### src/rtl/nibble_serial_add_ctrl.sv
// 16-bit add/subtract built from one 4-bit adder slice, LSB nibble first.
// IDLE -> RUN (4 nibbles) -> DONE, with back-to-back accept from DONE.
module nibble_serial_add_ctrl (
    input  logic        clk,
    input  logic        rst,
    input  logic        start,
    input  logic        sub,
    input  logic [15:0] a,
    input  logic [15:0] b,
    output logic        busy,
    output logic        done,
    output logic [15:0] sum,
    output logic        cout,
    output logic        ovfl,
    output logic        zero
);

    typedef enum logic [1:0] {
        IDLE = 2'd0,
        RUN  = 2'd1,
        DONE = 2'd2
    } state_e;

    state_e      state_q, state_d;
    logic [1:0]  cnt_q, cnt_d;
    logic [15:0] opa_q, opa_d;
    logic [15:0] opb_q, opb_d;
    logic [15:0] acc_q, acc_d;
    logic        carry_q, carry_d;
    logic [15:0] sum_q, sum_d;
    logic        cout_q, cout_d;
    logic        ovfl_q, ovfl_d;
    logic        zero_q, zero_d;
    logic        busy_q, busy_d;
    logic        done_q, done_d;

    logic [3:0]  nib_a;
    logic [3:0]  nib_b;
    logic [4:0]  nib_s;
    logic [15:0] res;

    always_comb begin
        nib_a = 4'h0;
        nib_b = 4'h0;
        unique case (cnt_q)
            2'd0: begin
                nib_a = opa_q[3:0];
                nib_b = opb_q[3:0];
            end
            2'd1: begin
                nib_a = opa_q[7:4];
                nib_b = opb_q[7:4];
            end
            2'd2: begin
                nib_a = opa_q[11:8];
                nib_b = opb_q[11:8];
            end
            default: begin
                nib_a = opa_q[15:12];
                nib_b = opb_q[15:12];
            end
        endcase
    end

    assign nib_s = {1'b0, nib_a} + {1'b0, nib_b} + {4'h0, carry_q};
    assign res   = {nib_s[3:0], acc_q[11:0]};

    always_comb begin
        state_d = state_q;
        cnt_d   = cnt_q;
        opa_d   = opa_q;
        opb_d   = opb_q;
        acc_d   = acc_q;
        carry_d = carry_q;
        sum_d   = sum_q;
        cout_d  = cout_q;
        ovfl_d  = ovfl_q;
        zero_d  = zero_q;
        done_d  = 1'b0;

        unique case (state_q)
            IDLE, DONE: begin
                if (start) begin
                    // B is pre-inverted so subtraction reuses the same slice
                    opa_d   = a;
                    opb_d   = b ^ {16{sub}};
                    carry_d = sub;
                    cnt_d   = 2'd0;
                    state_d = RUN;
                end else begin
                    state_d = IDLE;
                end
            end
            RUN: begin
                unique case (cnt_q)
                    2'd0:    acc_d[3:0]   = nib_s[3:0];
                    2'd1:    acc_d[7:4]   = nib_s[3:0];
                    2'd2:    acc_d[11:8]  = nib_s[3:0];
                    default: acc_d[15:12] = nib_s[3:0];
                endcase
                carry_d = nib_s[4];
                cnt_d   = cnt_q + 2'd1;
                if (cnt_q == 2'd3) begin
                    sum_d   = res;
                    cout_d  = nib_s[4];
                    ovfl_d  = (opa_q[15] & opb_q[15] & ~res[15])
                            | (~opa_q[15] & ~opb_q[15] & res[15]);
                    zero_d  = (res == 16'h0000);
                    done_d  = 1'b1;
                    state_d = DONE;
                end
            end
            default: begin
                state_d = IDLE;
                cnt_d   = 2'd0;
            end
        endcase

        busy_d = (state_d == RUN);
    end

    always_ff @(posedge clk) begin
        if (rst) begin
            state_q <= IDLE;
            cnt_q   <= 2'd0;
            opa_q   <= 16'h0000;
            opb_q   <= 16'h0000;
            acc_q   <= 16'h0000;
            carry_q <= 1'b0;
            sum_q   <= 16'h0000;
            cout_q  <= 1'b0;
            ovfl_q  <= 1'b0;
            zero_q  <= 1'b0;
            busy_q  <= 1'b0;
            done_q  <= 1'b0;
        end else begin
            state_q <= state_d;
            cnt_q   <= cnt_d;
            opa_q   <= opa_d;
            opb_q   <= opb_d;
            acc_q   <= acc_d;
            carry_q <= carry_d;
            sum_q   <= sum_d;
            cout_q  <= cout_d;
            ovfl_q  <= ovfl_d;
            zero_q  <= zero_d;
            busy_q  <= busy_d;
            done_q  <= done_d;
        end
    end

    assign busy = busy_q;
    assign done = done_q;
    assign sum  = sum_q;
    assign cout = cout_q;
    assign ovfl = ovfl_q;
    assign zero = zero_q;

endmodule

### config.mk
export PLATFORM = sky130hd
export DESIGN_NAME = nibble_serial_add_ctrl
export DESIGN_NICKNAME = d
export VERILOG_FILES = /design/src/rtl/nibble_serial_add_ctrl.sv
export SDC_FILE = /design/constraint.sdc
export NUM_CORES = 1
export LEC_CHECK = 0
export ABC_AREA = 1
export CAP_MARGIN = 20
export CORE_ASPECT_RATIO = 0.75
export CORE_MARGIN = 2
export CORE_UTILIZATION = 52
export CTS_CLUSTER_SIZE = 14
export DETAILED_ROUTE_END_ITERATION = 10
export PLACE_DENSITY = 0.78
export SYNTH_ARGS = -nofsm -noshare
export SYNTH_HDL_FRONTEND = slang
export SYNTH_SLANG_ARGS = --single-unit
### constraint.sdc
create_clock -name clk -period 3.5 [get_ports clk]
set_input_delay 0.35 -clock clk [delete_from_list [all_inputs] [get_ports clk]]
set_output_delay 0.35 -clock clk [all_outputs]
set_load 0.03 [all_outputs]
# Word-level counts from Yosys, hierarchy flattened
# Cells that the tools add are included.
# totals
regBits,70
input_bits,36
out_inout_bits,21
wordCells,56
# classes
n_addsub,3
eq_ne,7
n_mux,10
bitwise_logic,10
reduce_logical,12
# op_table
operator,n
$pmux W4 S3,2
$logic_not A16 Y1,1
$xor A16 B16 Y16,1
$reduce_and A2 Y1,6
$pmux W2 S2,2
$eq A2 B1 Y1 const B,3
$eq A2 B2 Y1 const B,3
$add A4 B4 Y5,1
$add A5 B1 Y5,1
$and A1 B1 Y1,4
$logic_not A2 Y1,2
$mux W2,2
$not A1 Y1,4
$reduce_or A2 Y1,2
$mux W1,3
$add A2 B1 Y2 const B,1
$ne A2 B2 Y1 const B,1
$pmux W1 S2,1
$reduce_bool A2 Y1,1
$or A1 B1 Y1,1

# Longest topological paths before layout
# depth
depth_word,7
depth_mapped,15
ltp_nobuf,14

# Worst setup path before layout
# No wires, ideal clock.
# synth_timing
path_type,register to register
from,register cnt_q[0]
to,"register zero_q, in the netlist zero"
setup_ps,71
arrival_ps,2492
path_slack_ps,938
path_stages_with_launch,13
synth_period_minus_slack_ps,2562
path_cell_list,dfxtp_1 -> inv_1 -> ha_1 -> clkbuf_1 -> a22o_1 -> o22ai_1 -> fa_1 -> fa_1 -> xor2_1 -> nand2_1 -> nor2_1 -> nand2_1 -> a21oi_1
# synth_between
elab_chain_cells,5
elab_cells_between_ends,10
# synth_rtl
item,line,text
"start, declared",25,"logic [1:0] cnt_q, cnt_d;"
"start signal, assigned",138,cnt_q <= cnt_d;
$eq A2 B2 Y1 (tied with other cells),45,unique case (cnt_q)
$pmux W4 S3,45,
$add A4 B4 Y5,65,"assign nib_s = {1'b0, nib_a} + {1'b0, nib_b} + {4'h0, carry_q};"
$add A5 B1 Y5,65,
$logic_not A16 Y1,108,zero_d = (res == 16'h0000);
"end signal, assigned",146,zero_q <= zero_d;
"end, declared",33,"logic zero_q, zero_d;"
# Parallel ways exist; a longest one is shown, timed or not.
# A chain may end at the register's enable or synchronous reset.

# Worst setup path in the final report
# layout_timing
from,register cnt_q[1]
to,"register zero_q, in the netlist zero"
# Same word-level chain as after synthesis.

==> impl_results.md <==
- Headroom to the max-slew limit: a little under two fifths
- Number of antenna violations at the first check in global routing: 0
- Number of global-route vias before repair: 2,456
- Post-Synthesis Cell Area: ~3000 um^2
- CTS tree: built
- All-Layer GR Usage: 23.0%
- Dominant cell type by count on the critical path: sky130_fd_sc_hd__nand2_1
- Post-CTS resize count: 0
- Height of the die: 70.1 um
- Initial cell density of the core: 53.0%
- Number of DRC markers in iteration 0: 205
- Tmin final: ~2.9 ns
- Cell Rows: 24
- Worst min path class: register to register
- Number of buffer cells added on primary ports: 56
- Number of nets in the finished design: 486
- Total number of clock tree sinks: 70
- Switching fraction of total power: 27.2%
- Startpoint kind of the worst setup timing path: register
- Largest fanout of any net on the critical path: 11
- Maximum vdd drop: 0.235 mV
- Die span in x: 92.1 um
- Total global routing overflow: 0
- Area Overhead vs Synth: 26.7%
- Number of antenna diodes: 0
- Area share of the leading cell type in the synthesized netlist: 46.3%
- Clock power share: 39.1%
- Number of buffers and inverters on the critical path: 1
- Power Dens Cells: between 400 and 500 nW/um^2
- Proportion of register bits with asynchronous set or reset after synthesis: 0%
- Maximum number of pins on one net before global-route repair: 50
- Number of setup violations in the final report: 0
- Root buffer cell: sky130_fd_sc_hd__clkbuf_8
- Post-route antenna net violation count: 0
- First drt pass iteration count: 5
- Worst-Margin Slew: approximately 0.95 ns
- Type of element capturing the critical path: register
- Net Sw Power: 0.520 mW
- Final wirelength: 7140 um
- Count of synthesis-stage warnings from yosys: 0
- Final Hold Violating Endpoints: 0
- Total vias in the final route: between 2,000 and 3,000
- Maxcap violations: 0
- Pins over their slew limit: 0
- Clock latency of the later-clocked register in the worst-skew pair: 0.35 ns
- Combinational group share of total power: ~15%
- GPL Wtd Cong: 0.853
- First-pass GRT wire length: 11,700 um
- Number of buffers on the longest clock path: 2
- #FFs+latches synth: 70
- Flop-to-flop setup slack: about 0.61 ns
- Highest achievable clock rate: 0.346 GHz
- Worst clock skew: 0.00748 ns
- Most used flip-flop cell after synthesis: sky130_fd_sc_hd__dfxtp_1
- Remaining DRCs: 0
- Post CTS Setup Buffer Count: 0
- Cell Int Power: 1.39 mW
- Post-layout util: between 60% and 70%
- Top post-synthesis cells by area: sky130_fd_sc_hd__dfxtp_1 (46%), sky130_fd_sc_hd__a21oi_1 (8.6%), sky130_fd_sc_hd__nand2_1 (7.9%)
- Leakage power of the design: 1.57 nW
- Post-route worst hold slack: 0.471 ns
- Net count after synthesis: between 400 and 500
- Number of flops mapped to enable cells by yosys: 0
- Part of the Yosys area used for sequential elements: 46.3%
- Core outline area: 5710 um^2
- Largest stage delay, worst path: approximately 0.46 ns
- Result of the run: complete, no violations
- Summed negative setup slack over all endpoints: 0 ns
- Worst-path clk slew: 0.08 ns
- RSZ-0062 raised after global routing: no
- Vias/cell: 5.23
- Total die area: 6450 um^2
- Largest area contributor in the netlist: sky130_fd_sc_hd__dfxtp_1
- CP top delay family: adder cells
- CP Cell Sequence: ha_1 > inv_1 > nand2_1 > o22ai_1 > fa_1 > fa_1 > xor2_1 > nand2_1 > nor2_1 > nand2_1 > a21oi_1
- CTS Hold Buffers Added: 0
- Count of boundary I/O pins: 57
- Count of distinct cell types in the synthesized netlist: 27
- Critical Path RT: between 3 and 4 ns
- Most used standard cell by instance count after synthesis: sky130_fd_sc_hd__dfxtp_1
- Post-synthesis average cell area: slightly below 8 um^2
- Fraction of final layout cells with drive strength greater than 1: 5.61%
- Pwr Total: 1.91 mW
- Final worst path period share: 82.5%
- Mean routed wirelength per cell: 13.6 um
- Worst path arrival time: 3.16 ns
- HPWL reported at the end of detailed placement: 4960 um
- Class of the most critical setup path: register to register
- Top cells by count, synth: sky130_fd_sc_hd__dfxtp_1 (70), sky130_fd_sc_hd__nand2_1 (64), sky130_fd_sc_hd__nor2_1 (53)
- Cell with the biggest individual delay on the critical path: sky130_fd_sc_hd__fa_1
- Level count of the clock H-tree: 3
- Number of buffers added by the clock tree synthesis step: 9
- Cell count after synthesis: 394
- Share of total power in sequential cells: between 40 and 50%
## per-layer routing
| layer | vias up | part of all wire [%] | track usage (%) |
|---|---|---|---|
| met4 | 0 | 0.97 | 7.63 |
| met1 | 1247 | 48 | 33.5 |
| li1 | 1385 | - | - |
| met5 | - | 0 | 0 |
| met3 | 9 | 8.1 | 5.83 |
| met2 | 98 | 42 | 33.3 |
## power by group through the flow
stage	Combinational, mW	Sequential [mW]	Clock [mW]
2_1_floorplan	0.189	0.879	0
3_3_place_gp	0.275	0.889	0
3_5_place_dp	0.283	0.889	0
4_1_cts	0.286	0.871	0.757
5_1_grt	0.321	0.877	0.787
6_report	0.289	0.873	0.747
## cell families (layout without fill, tap and decap cells)
group	after synthesis	in the layout	share of synthesized area, %
AO/OA/AOI/OAI	113	113	19.8
adder cells (fa/ha/maj)	9	9	4.22
AND/OR/NAND/NOR	133	133	17.4
flip-flops	70	70	46.3
XOR/XNOR	17	17	4.92
buffers and inverters	52	104	7.36
## worst reg2reg max path, cell delays in order (launching register included)
cell                      delay (ns)
sky130_fd_sc_hd__dfxtp_1        0.38
sky130_fd_sc_hd__ha_1           0.36
sky130_fd_sc_hd__inv_1          0.24
sky130_fd_sc_hd__nand2_1        0.12
sky130_fd_sc_hd__o22ai_1        0.10
sky130_fd_sc_hd__fa_1           0.46
sky130_fd_sc_hd__fa_1           0.41
sky130_fd_sc_hd__xor2_1         0.34
sky130_fd_sc_hd__nand2_1        0.10
sky130_fd_sc_hd__nor2_1         0.11
sky130_fd_sc_hd__nand2_1        0.06
sky130_fd_sc_hd__a21oi_1        0.12
## registers in the layout, indices dropped and copies added (netlist names)
register  cells
done          1
sum          16
acc_q        12
cnt_q         2
busy          1
carry_q       1
zero          1
ovfl          1
cout          1
opb_q        16
state_q       2
opa_q        16
## through the flow
stage                     setup WS (ns)  cell area [um^2]  cells
after floorplan                   0.938              3030    394
final                             0.613              3830    524
after CTS                         0.654              3830    524
after detailed placement          0.693              3610    508
after global placement            0.822              3610    508
after global routing              0.334              3830    524
## layout by cell type (no fill, tap or decap)
cell type / n
sky130_fd_sc_hd__xnor2_1: 16
sky130_fd_sc_hd__clkdlybuf4s50_1: 56
sky130_fd_sc_hd__dfxtp_1: 70
sky130_fd_sc_hd__inv_1: 26
sky130_fd_sc_hd__o211ai_1: 2
sky130_fd_sc_hd__inv_6: 3
sky130_fd_sc_hd__a22o_1: 3
sky130_fd_sc_hd__buf_4: 2
sky130_fd_sc_hd__o22ai_1: 4
sky130_fd_sc_hd__ha_1: 7
sky130_fd_sc_hd__a21oi_1: 52
sky130_fd_sc_hd__nor2_1: 53
sky130_fd_sc_hd__clkinv_2: 1
sky130_fd_sc_hd__nand3_2: 1
sky130_fd_sc_hd__nand3_1: 11
sky130_fd_sc_hd__a32oi_1: 2
sky130_fd_sc_hd__nand2_2: 1
sky130_fd_sc_hd__o21ai_1: 1
sky130_fd_sc_hd__o21a_1: 1
sky130_fd_sc_hd__nor2_2: 1
sky130_fd_sc_hd__a31oi_1: 2
sky130_fd_sc_hd__bufinv_16: 2
sky130_fd_sc_hd__o21ai_0: 46
sky130_fd_sc_hd__nor3_1: 2
sky130_fd_sc_hd__inv_2: 3
sky130_fd_sc_hd__fa_1: 2
sky130_fd_sc_hd__buf_12: 1
sky130_fd_sc_hd__xor2_1: 1
sky130_fd_sc_hd__clkbuf_8: 10
sky130_fd_sc_hd__nand2_1: 64
## path summary, 6_finish.rpt
path,from,to,cells after the start
worst max-delay path,cnt_q[1]$_SDFFE_PP0P_,zero$_SDFFE_PP0P_,11
worst min-delay path,sum[2]$_SDFFE_PP0P_,sum[2]$_SDFFE_PP0P_,2
worst min register to register,sum[2]$_SDFFE_PP0P_,sum[2]$_SDFFE_PP0P_,2
worst max register to register,cnt_q[1]$_SDFFE_PP0P_,zero$_SDFFE_PP0P_,11
## cell type report
cell class / instances / area, um^2
tap: 78 / 97.6
sequential: 70 / 1400
clock buffer: 10 / 138
multi-input combinational: 272 / 1400
clock inverter: 6 / 91.3
timing repair buffer: 59 / 596
inverter: 29 / 109
fill: 490 / 1870
No activity file was read; power rests on OpenSTA's default activity.
